[config.mk]
export PLATFORM = sky130hd
export DESIGN_NAME = vector_alpha_extractor
export DESIGN_NICKNAME = d
export VERILOG_FILES = /design/src/rtl/vector_alpha_extractor.sv
export SDC_FILE = /design/constraint.sdc
export NUM_CORES = 1
export LEC_CHECK = 0
export ABC_AREA = 1
export CAP_MARGIN = 15
export CORE_UTILIZATION = 48
export CTS_BUF_LIST = sky130_fd_sc_hd__clkbuf_4 sky130_fd_sc_hd__clkbuf_8
export CTS_CLUSTER_DIAMETER = 80
export DETAILED_ROUTE_END_ITERATION = 8
export HOLD_SLACK_MARGIN = 0.05
export PLACE_DENSITY = 0.7
export SLEW_MARGIN = 20
export SYNTH_ARGS = -nofsm -noshare
export SYNTH_HDL_FRONTEND = slang
export SYNTH_SLANG_ARGS = --single-unit
[constraint.sdc]
create_clock -name clk -period 3.65 [get_ports clk]
set_clock_uncertainty 0.15 [all_clocks]
set_input_delay 0.9125 -clock clk [delete_from_list [all_inputs] [get_ports clk]]
set_output_delay 0.9125 -clock clk [all_outputs]
set_load 0.01 [all_outputs]
[src/rtl/vector_alpha_extractor.sv]
// -----------------------------------------------------------------------------
// vector_alpha_extractor
//   Computes the XNOR-net scaling factor alpha (mean absolute value) of a
//   block of BLOCK_VECS packed signed vectors, one lane per clock. It can also
//   produce the binarized sign map of the block.
//
//   Optional feature macro: VECTOR_ALPHA_SIGNS_EN
//     defined   -> sign_bits port and sign register exist
//     undefined -> no sign storage; all other behaviour identical
//
// Ports
//   clk        in   rising-edge clock
//   rst_n      in   asynchronous active-low reset
//   clear      in   synchronous abort of the current block (highest priority)
//   in_valid   in   input vector valid
//   in_ready   out  block can accept a vector (registered)
//   in_vector  in   LANES*LANE_W packed vector, lane i = [i*LANE_W +: LANE_W]
//   out_valid  out  alpha/sign result valid (registered)
//   out_ready  in   consumer accepts the result
//   alpha      out  mean |x| of the block, zero-extended to LANE_W
//   sign_bits  out  bit v*LANES+i = (lane i of vector v >= 0) [macro only]
// -----------------------------------------------------------------------------
module vector_alpha_extractor #(
    parameter int unsigned LANE_W     = 32,
    parameter int unsigned LANES      = 8,
    parameter int unsigned BLOCK_VECS = 4
) (
    input  logic                      clk,
    input  logic                      rst_n,
    input  logic                      clear,
    input  logic                      in_valid,
    output logic                      in_ready,
    input  logic [LANES*LANE_W-1:0]   in_vector,
    output logic                      out_valid,
    input  logic                      out_ready,
    output logic [LANE_W-1:0]         alpha
`ifdef VECTOR_ALPHA_SIGNS_EN
    ,
    output logic [LANES*BLOCK_VECS-1:0] sign_bits
`endif
);

    localparam int unsigned ELEMS = LANES * BLOCK_VECS;
    localparam int unsigned SHIFT = $clog2(ELEMS);
    localparam int unsigned MAG_W = LANE_W - 1;
    localparam int unsigned ACC_W = MAG_W + SHIFT;
    localparam int unsigned VEC_BITS = LANES * LANE_W;
    localparam int unsigned CNT_W = (LANES > 1) ? $clog2(LANES) : 1;
    localparam int unsigned VCNT_W = (BLOCK_VECS > 1) ? $clog2(BLOCK_VECS) : 1;

    typedef enum logic [1:0] {
        IDLE   = 2'd0,
        LANE   = 2'd1,
        RESULT = 2'd2
    } state_t;

    state_t              state_q;
    state_t              state_d;
    logic [CNT_W-1:0]    lane_cnt_q;
    logic [VCNT_W-1:0]   vec_cnt_q;
    logic [VEC_BITS-1:0] vec_q;
    logic [ACC_W-1:0]    acc_q;

    logic [LANE_W-1:0]   lane_c;
    logic [MAG_W-1:0]    mag_c;
    logic [ACC_W-1:0]    acc_sum_c;
    logic                last_lane_c;
    logic                last_vec_c;

    // Holding register shifts right one lane per cycle, so the active lane is always at the bottom.
    assign lane_c      = vec_q[LANE_W-1:0];
    assign last_lane_c = (lane_cnt_q == CNT_W'(LANES - 1));
    assign last_vec_c  = (vec_cnt_q == VCNT_W'(BLOCK_VECS - 1));
    assign acc_sum_c   = acc_q + ACC_W'(mag_c);

    // Saturating absolute value: the most-negative code maps to the largest positive magnitude.
    always_comb begin
        mag_c = lane_c[MAG_W-1:0];
        if (lane_c[LANE_W-1]) begin
            if (lane_c[MAG_W-1:0] == '0) begin
                mag_c = '1;
            end else begin
                mag_c = MAG_W'((~lane_c) + LANE_W'(1));
            end
        end
    end

    // Next-state logic; clear overrides every handshake.
    always_comb begin
        state_d = state_q;
        unique case (state_q)
            IDLE: begin
                if (in_valid) begin
                    state_d = LANE;
                end
            end
            LANE: begin
                if (last_lane_c) begin
                    state_d = last_vec_c ? RESULT : IDLE;
                end
            end
            RESULT: begin
                if (out_ready) begin
                    state_d = IDLE;
                end
            end
            default: state_d = IDLE;
        endcase
        if (clear) begin
            state_d = IDLE;
        end
    end

    // State register with registered handshake outputs decoded from the next state.
    always_ff @(posedge clk or negedge rst_n) begin
        if (!rst_n) begin
            state_q   <= IDLE;
            in_ready  <= 1'b1;
            out_valid <= 1'b0;
        end else begin
            state_q   <= state_d;
            in_ready  <= (state_d == IDLE);
            out_valid <= (state_d == RESULT);
        end
    end

    // Datapath: vector capture, lane accumulation, block counters, alpha.
    always_ff @(posedge clk or negedge rst_n) begin
        if (!rst_n) begin
            lane_cnt_q <= '0;
            vec_cnt_q  <= '0;
            vec_q      <= '0;
            acc_q      <= '0;
            alpha      <= '0;
        end else if (clear) begin
            lane_cnt_q <= '0;
            vec_cnt_q  <= '0;
            acc_q      <= '0;
        end else begin
            unique case (state_q)
                IDLE: begin
                    if (in_valid) begin
                        vec_q      <= in_vector;
                        lane_cnt_q <= '0;
                    end
                end
                LANE: begin
                    acc_q      <= acc_sum_c;
                    vec_q      <= vec_q >> LANE_W;
                    lane_cnt_q <= lane_cnt_q + CNT_W'(1);
                    if (last_lane_c) begin
                        lane_cnt_q <= '0;
                        if (last_vec_c) begin
                            alpha <= LANE_W'(acc_sum_c >> SHIFT);
                        end else begin
                            vec_cnt_q <= vec_cnt_q + VCNT_W'(1);
                        end
                    end
                end
                RESULT: begin
                    if (out_ready) begin
                        acc_q     <= '0;
                        vec_cnt_q <= '0;
                    end
                end
                default: ;
            endcase
        end
    end

`ifdef VECTOR_ALPHA_SIGNS_EN
    logic [ELEMS-1:0] sign_acc_q;
    logic [ELEMS-1:0] sign_next_c;

    // Signs enter at the top and shift down; after ELEMS lanes, element k sits at bit k.
    always_comb begin
        sign_next_c = (sign_acc_q >> 1) | (ELEMS'(~lane_c[LANE_W-1]) << (ELEMS - 1));
    end

    // Sign collection during LANE; the visible map updates only when the block completes.
    always_ff @(posedge clk or negedge rst_n) begin
        if (!rst_n) begin
            sign_acc_q <= '0;
            sign_bits  <= '0;
        end else if (clear) begin
            sign_acc_q <= '0;
        end else if (state_q == LANE) begin
            sign_acc_q <= sign_next_c;
            if (last_lane_c && last_vec_c) begin
                sign_bits <= sign_next_c;
            end
        end
    end
`endif

endmodule

==> results.md <==
* Category of the worst setup path capture point: flop
* Fmax at 287 MHz
* Clock Pin Slew Worst Setup and Hold Paths at 0.06 ns
* DRC viols at 0
* Number of buffers on the longest clock path at 3
* Largest family of logic cells by synthesized area: simple AND/OR/NAND/NOR gates
* Final design utilization at a little over three fifths
* Worst slew margin at 46.0%
* Share of the synthesized area in compound gates (AO/OA/AOI/OAI) at 19.1%
* Post-layout power at 12.9 mW
* Status: finished clean
* Hold violation total from the final report at 0
* Critical register-to-register path endpoint: alpha[28]$_DFFE_PN0P_
* Via count of the first global-routing pass at 16197
* Hpwl dp at 40900 um
* Yosys synthesis warning count at 0
* RSZ-0062 raised after global routing: no
* Post-synthesis register bit count at 332
* Area occupied by registers at 0.00831 mm2
* Initial antenna violation count at 8
* Worst slack at placement at -0.00547 ns
* Initial cell density of the core at 49.1%
* Cell Int Power at 8.19 mW
* Switching power total at 4.73 mW
* Number of setup violations in the final report at 0
* Share of synthesized cell area in full adder, half adder and majority cells at 2.67%
* Power Density at between 500 and 600 mW/mm2
* Port bufs at around 290
* Sum of overflow across all layers after global routing at 0
* Quantity of hold-fixing buffers added after cts at 0
* Via count normalized by instance count at 5.31
* Crit Path Category: flop to flop
* Total number of nets in the final design at approximately 2900
* Post-placement cell count at 2986
* Sequential power share at between 30% and 40%
* TritonCTS Buffers at 57
* Largest net degree at the start of global routing at 161
* Tightest Hold Check Type: primary input to async pin
* Worst Reg-to-Reg Cells at 16
* Row cnt at 70
* Post-synthesis simple-gate area fraction at 21.0%
* Max IR drop VDD at approximately 0.0003 V
* First-pass GRT wire length at 87700 um
* Final standard cell count with taps included and fillers excluded at 3100
* Combined area of the multi-input logic cells at between 0.008 and 0.009 mm2
* Final estimated routing congestion in global placement at roughly 0.96
* Synth unique cells at 45
* Mean instance size in the synthesized netlist at 7.80 um2
* Share of synthesized area occupied by flip-flops and latches at a little under half
* Req. time, crit path at 4.04 ns
* Top Ports at 295
* Fraction of registers with async set or reset after synthesis at 100%
* Fraction of final layout cells sized beyond drive strength 1 at 8.79%
* Full die area at 0.0384 mm2
* Launching element type of the critical path: flop
* Die span in y at 196 um
* Proportion of power drawn by the clock network at 29.2%
* Standby leakage power at 10.9 nW
* Total number of vias at ~16000
* XOR/XNOR Fraction of Synth Area at less than 1%
* Max-cap viol count at 0
* Synthesized Nets at 2615
* Most common flop cell mapped by yosys: sky130_fd_sc_hd__dfrtp_1
* Arrival time of data at the critical path endpoint at just under 4 ns
* Crit Path Max Fanout at 11
* Commonest non-fill, non-tap cells in the layout: sky130_fd_sc_hd__nand2_1 (607), sky130_fd_sc_hd__inv_1 (335), sky130_fd_sc_hd__dfrtp_1 (331)
* Initial DRC count at 949
* Number of sinks driven by the clock tree at 332
* All-layer global routing usage at between 20 and 30%
* Synthesis-to-layout area growth at 27.4%
* Tcrit/Tclk final at 95.6%
* ANT nets after route at 0
* TritonCTS clock tree: yes
* Post-layout minimum cycle time at 3.49 ns
* Switching part of the total at 36.6%
* Mean routed wirelength per cell at 17.9 um
* Worst setup slack after layout at 0.160 ns
* Number of flops mapped to enable cells by yosys at 0
* Die W at around 200 um
* CTS Root Buffer Type: sky130_fd_sc_hd__clkbuf_8
* Logic pwr share at 34.3%
* Core footprint at 0.0368 mm2
* Commonest non-fill, non-tap cell in the layout: sky130_fd_sc_hd__nand2_1
* Worst R2R Start: vec_q[4]$_DFFE_PN0P_
* WL final at 55600 um
* Number of levels the H-tree was split into at 2
* Clock latency of the later-clocked register in the worst-skew pair at between 0.6 and 0.7 ns
* Filler cell count in the final layout at 3352
* Count of mapped cells out of synthesis at 2316
* Max Transition Viols Final at 0
* Worst-Margin Slew at 0.811 ns
* Internal reg-to-reg setup slack at about 0.16 ns
* Share of cell area taken by muxes after synthesis at 0%
* Cell area after synthesis at 0.0181 mm2
* DR pass1 iterations at 5
[metrics by stage]
step	hold WS, ns	setup TNS [ns]	cell area (um2)
4_1_cts	0.131	0	22900
6_report	0.126	0	23000
3_5_place_dp	0.315	-0.00583	21600
5_1_grt	0.183	0	23000
2_1_floorplan	0.305	0	18100
3_3_place_gp	0.312	0	21600
[Yosys cell counts (all sizes together) (7+ instances only)]
cell type	n	share of area, %
nand2	615	13
nor3	17	0.59
nor2	82	1.9
nand3b	12	0.50
or2	7	0.26
buf	71	1.9
dfrtp	331	46
ha	37	2.6
clkbuf	59	1.2
o21ai	286	7.9
a21oi	34	0.94
xor2	13	0.63
nand3	146	4.7
o211ai	222	9.2
inv	344	7.1
[flip-flops by register name, summed over array words and instances, names as in the netlist]
signal      flops
vec_cnt_q       2
out_valid       1
in_ready        1
acc_q          36
lane_cnt_q      3
state_q         2
alpha          31
vec_q         256
[layer usage]
metal  vias up  GRT usage [%]  wire length, um
met4         6           10.3             1750
met2       461           49.9            27000
met1      7728           36.8            23100
met3       104           6.69             3650
met5         -              0               42
li1       8157              -                -
[how the worst max path moves through the flow]
stage                         start               endpoint  slack, ns  cells past startpoint
2_1_floorplan  vec_q[1]$_DFFE_PN0P_  acc_q[32]$_DFFE_PN0P_       0.59                     21
3_3_place_gp   vec_q[1]$_DFFE_PN0P_  alpha[27]$_DFFE_PN0P_       0.05                     20
3_5_place_dp   vec_q[1]$_DFFE_PN0P_  acc_q[32]$_DFFE_PN0P_     -0.005                     20
4_1_cts        vec_q[1]$_DFFE_PN0P_  alpha[13]$_DFFE_PN0P_       0.03                     16
5_1_grt        vec_q[2]$_DFFE_PN0P_  alpha[15]$_DFFE_PN0P_      0.003                     17
6_report       vec_q[4]$_DFFE_PN0P_  alpha[28]$_DFFE_PN0P_       0.16                     16
[power groups by stage]
stage	sequential (mW)	clock (mW)	combinational (mW)
CTS	4.71	3.86	4.34
global route	4.79	4.01	4.99
finish	4.72	3.77	4.43
floorplan	4.68	0	2.92
detailed placement	4.77	0	4.30
global placement	4.75	0	4.24
[timing repair]
action / in CTS / in global routing
gates resized for setup: 0 / 36
hold endpoints to repair: 0 / 0
cloned: 1 / 0
endpoints found under the setup margin: 2 / 50
pin swaps: 1 / 4
buffers inserted: 3 / 1
[critical path, cell delays in order, from the launching register on]
cell                      delay [ns]
sky130_fd_sc_hd__dfrtp_1        0.45
sky130_fd_sc_hd__inv_1          0.14
sky130_fd_sc_hd__nand2_1        0.13
sky130_fd_sc_hd__nor3_4         0.26
sky130_fd_sc_hd__nand4_1        0.19
sky130_fd_sc_hd__or2_4          0.33
sky130_fd_sc_hd__buf_12         0.15
sky130_fd_sc_hd__nand3_2        0.07
sky130_fd_sc_hd__ha_2           0.32
sky130_fd_sc_hd__a21oi_1        0.27
sky130_fd_sc_hd__nor2_1         0.10
sky130_fd_sc_hd__o21ai_0        0.17
sky130_fd_sc_hd__nand2_1        0.07
sky130_fd_sc_hd__a21oi_1        0.24
sky130_fd_sc_hd__nand3_1        0.15
sky130_fd_sc_hd__nand3_1        0.11
sky130_fd_sc_hd__nand2_1        0.06
[cells by family after synthesis]
family / Yosys count
buffers and inverters: 474
AND/OR/NAND/NOR: 887
flip-flops: 332
XOR/XNOR: 19
adder cells (fa/ha/maj): 38
other: 1
AO/OA/AOI/OAI: 565
[final cells by class]
type,instances,area share [%]
flip-flops and latches,332,36.1
multi-input cells,1511,35.0
repair buffers,336,15.1
inverters,344,5.61
clock buffers,97,5.28
well taps,468,2.54
clock inverters,7,0.337
diodes,5,0.0543
No activity file was read; power rests on OpenSTA's default activity.
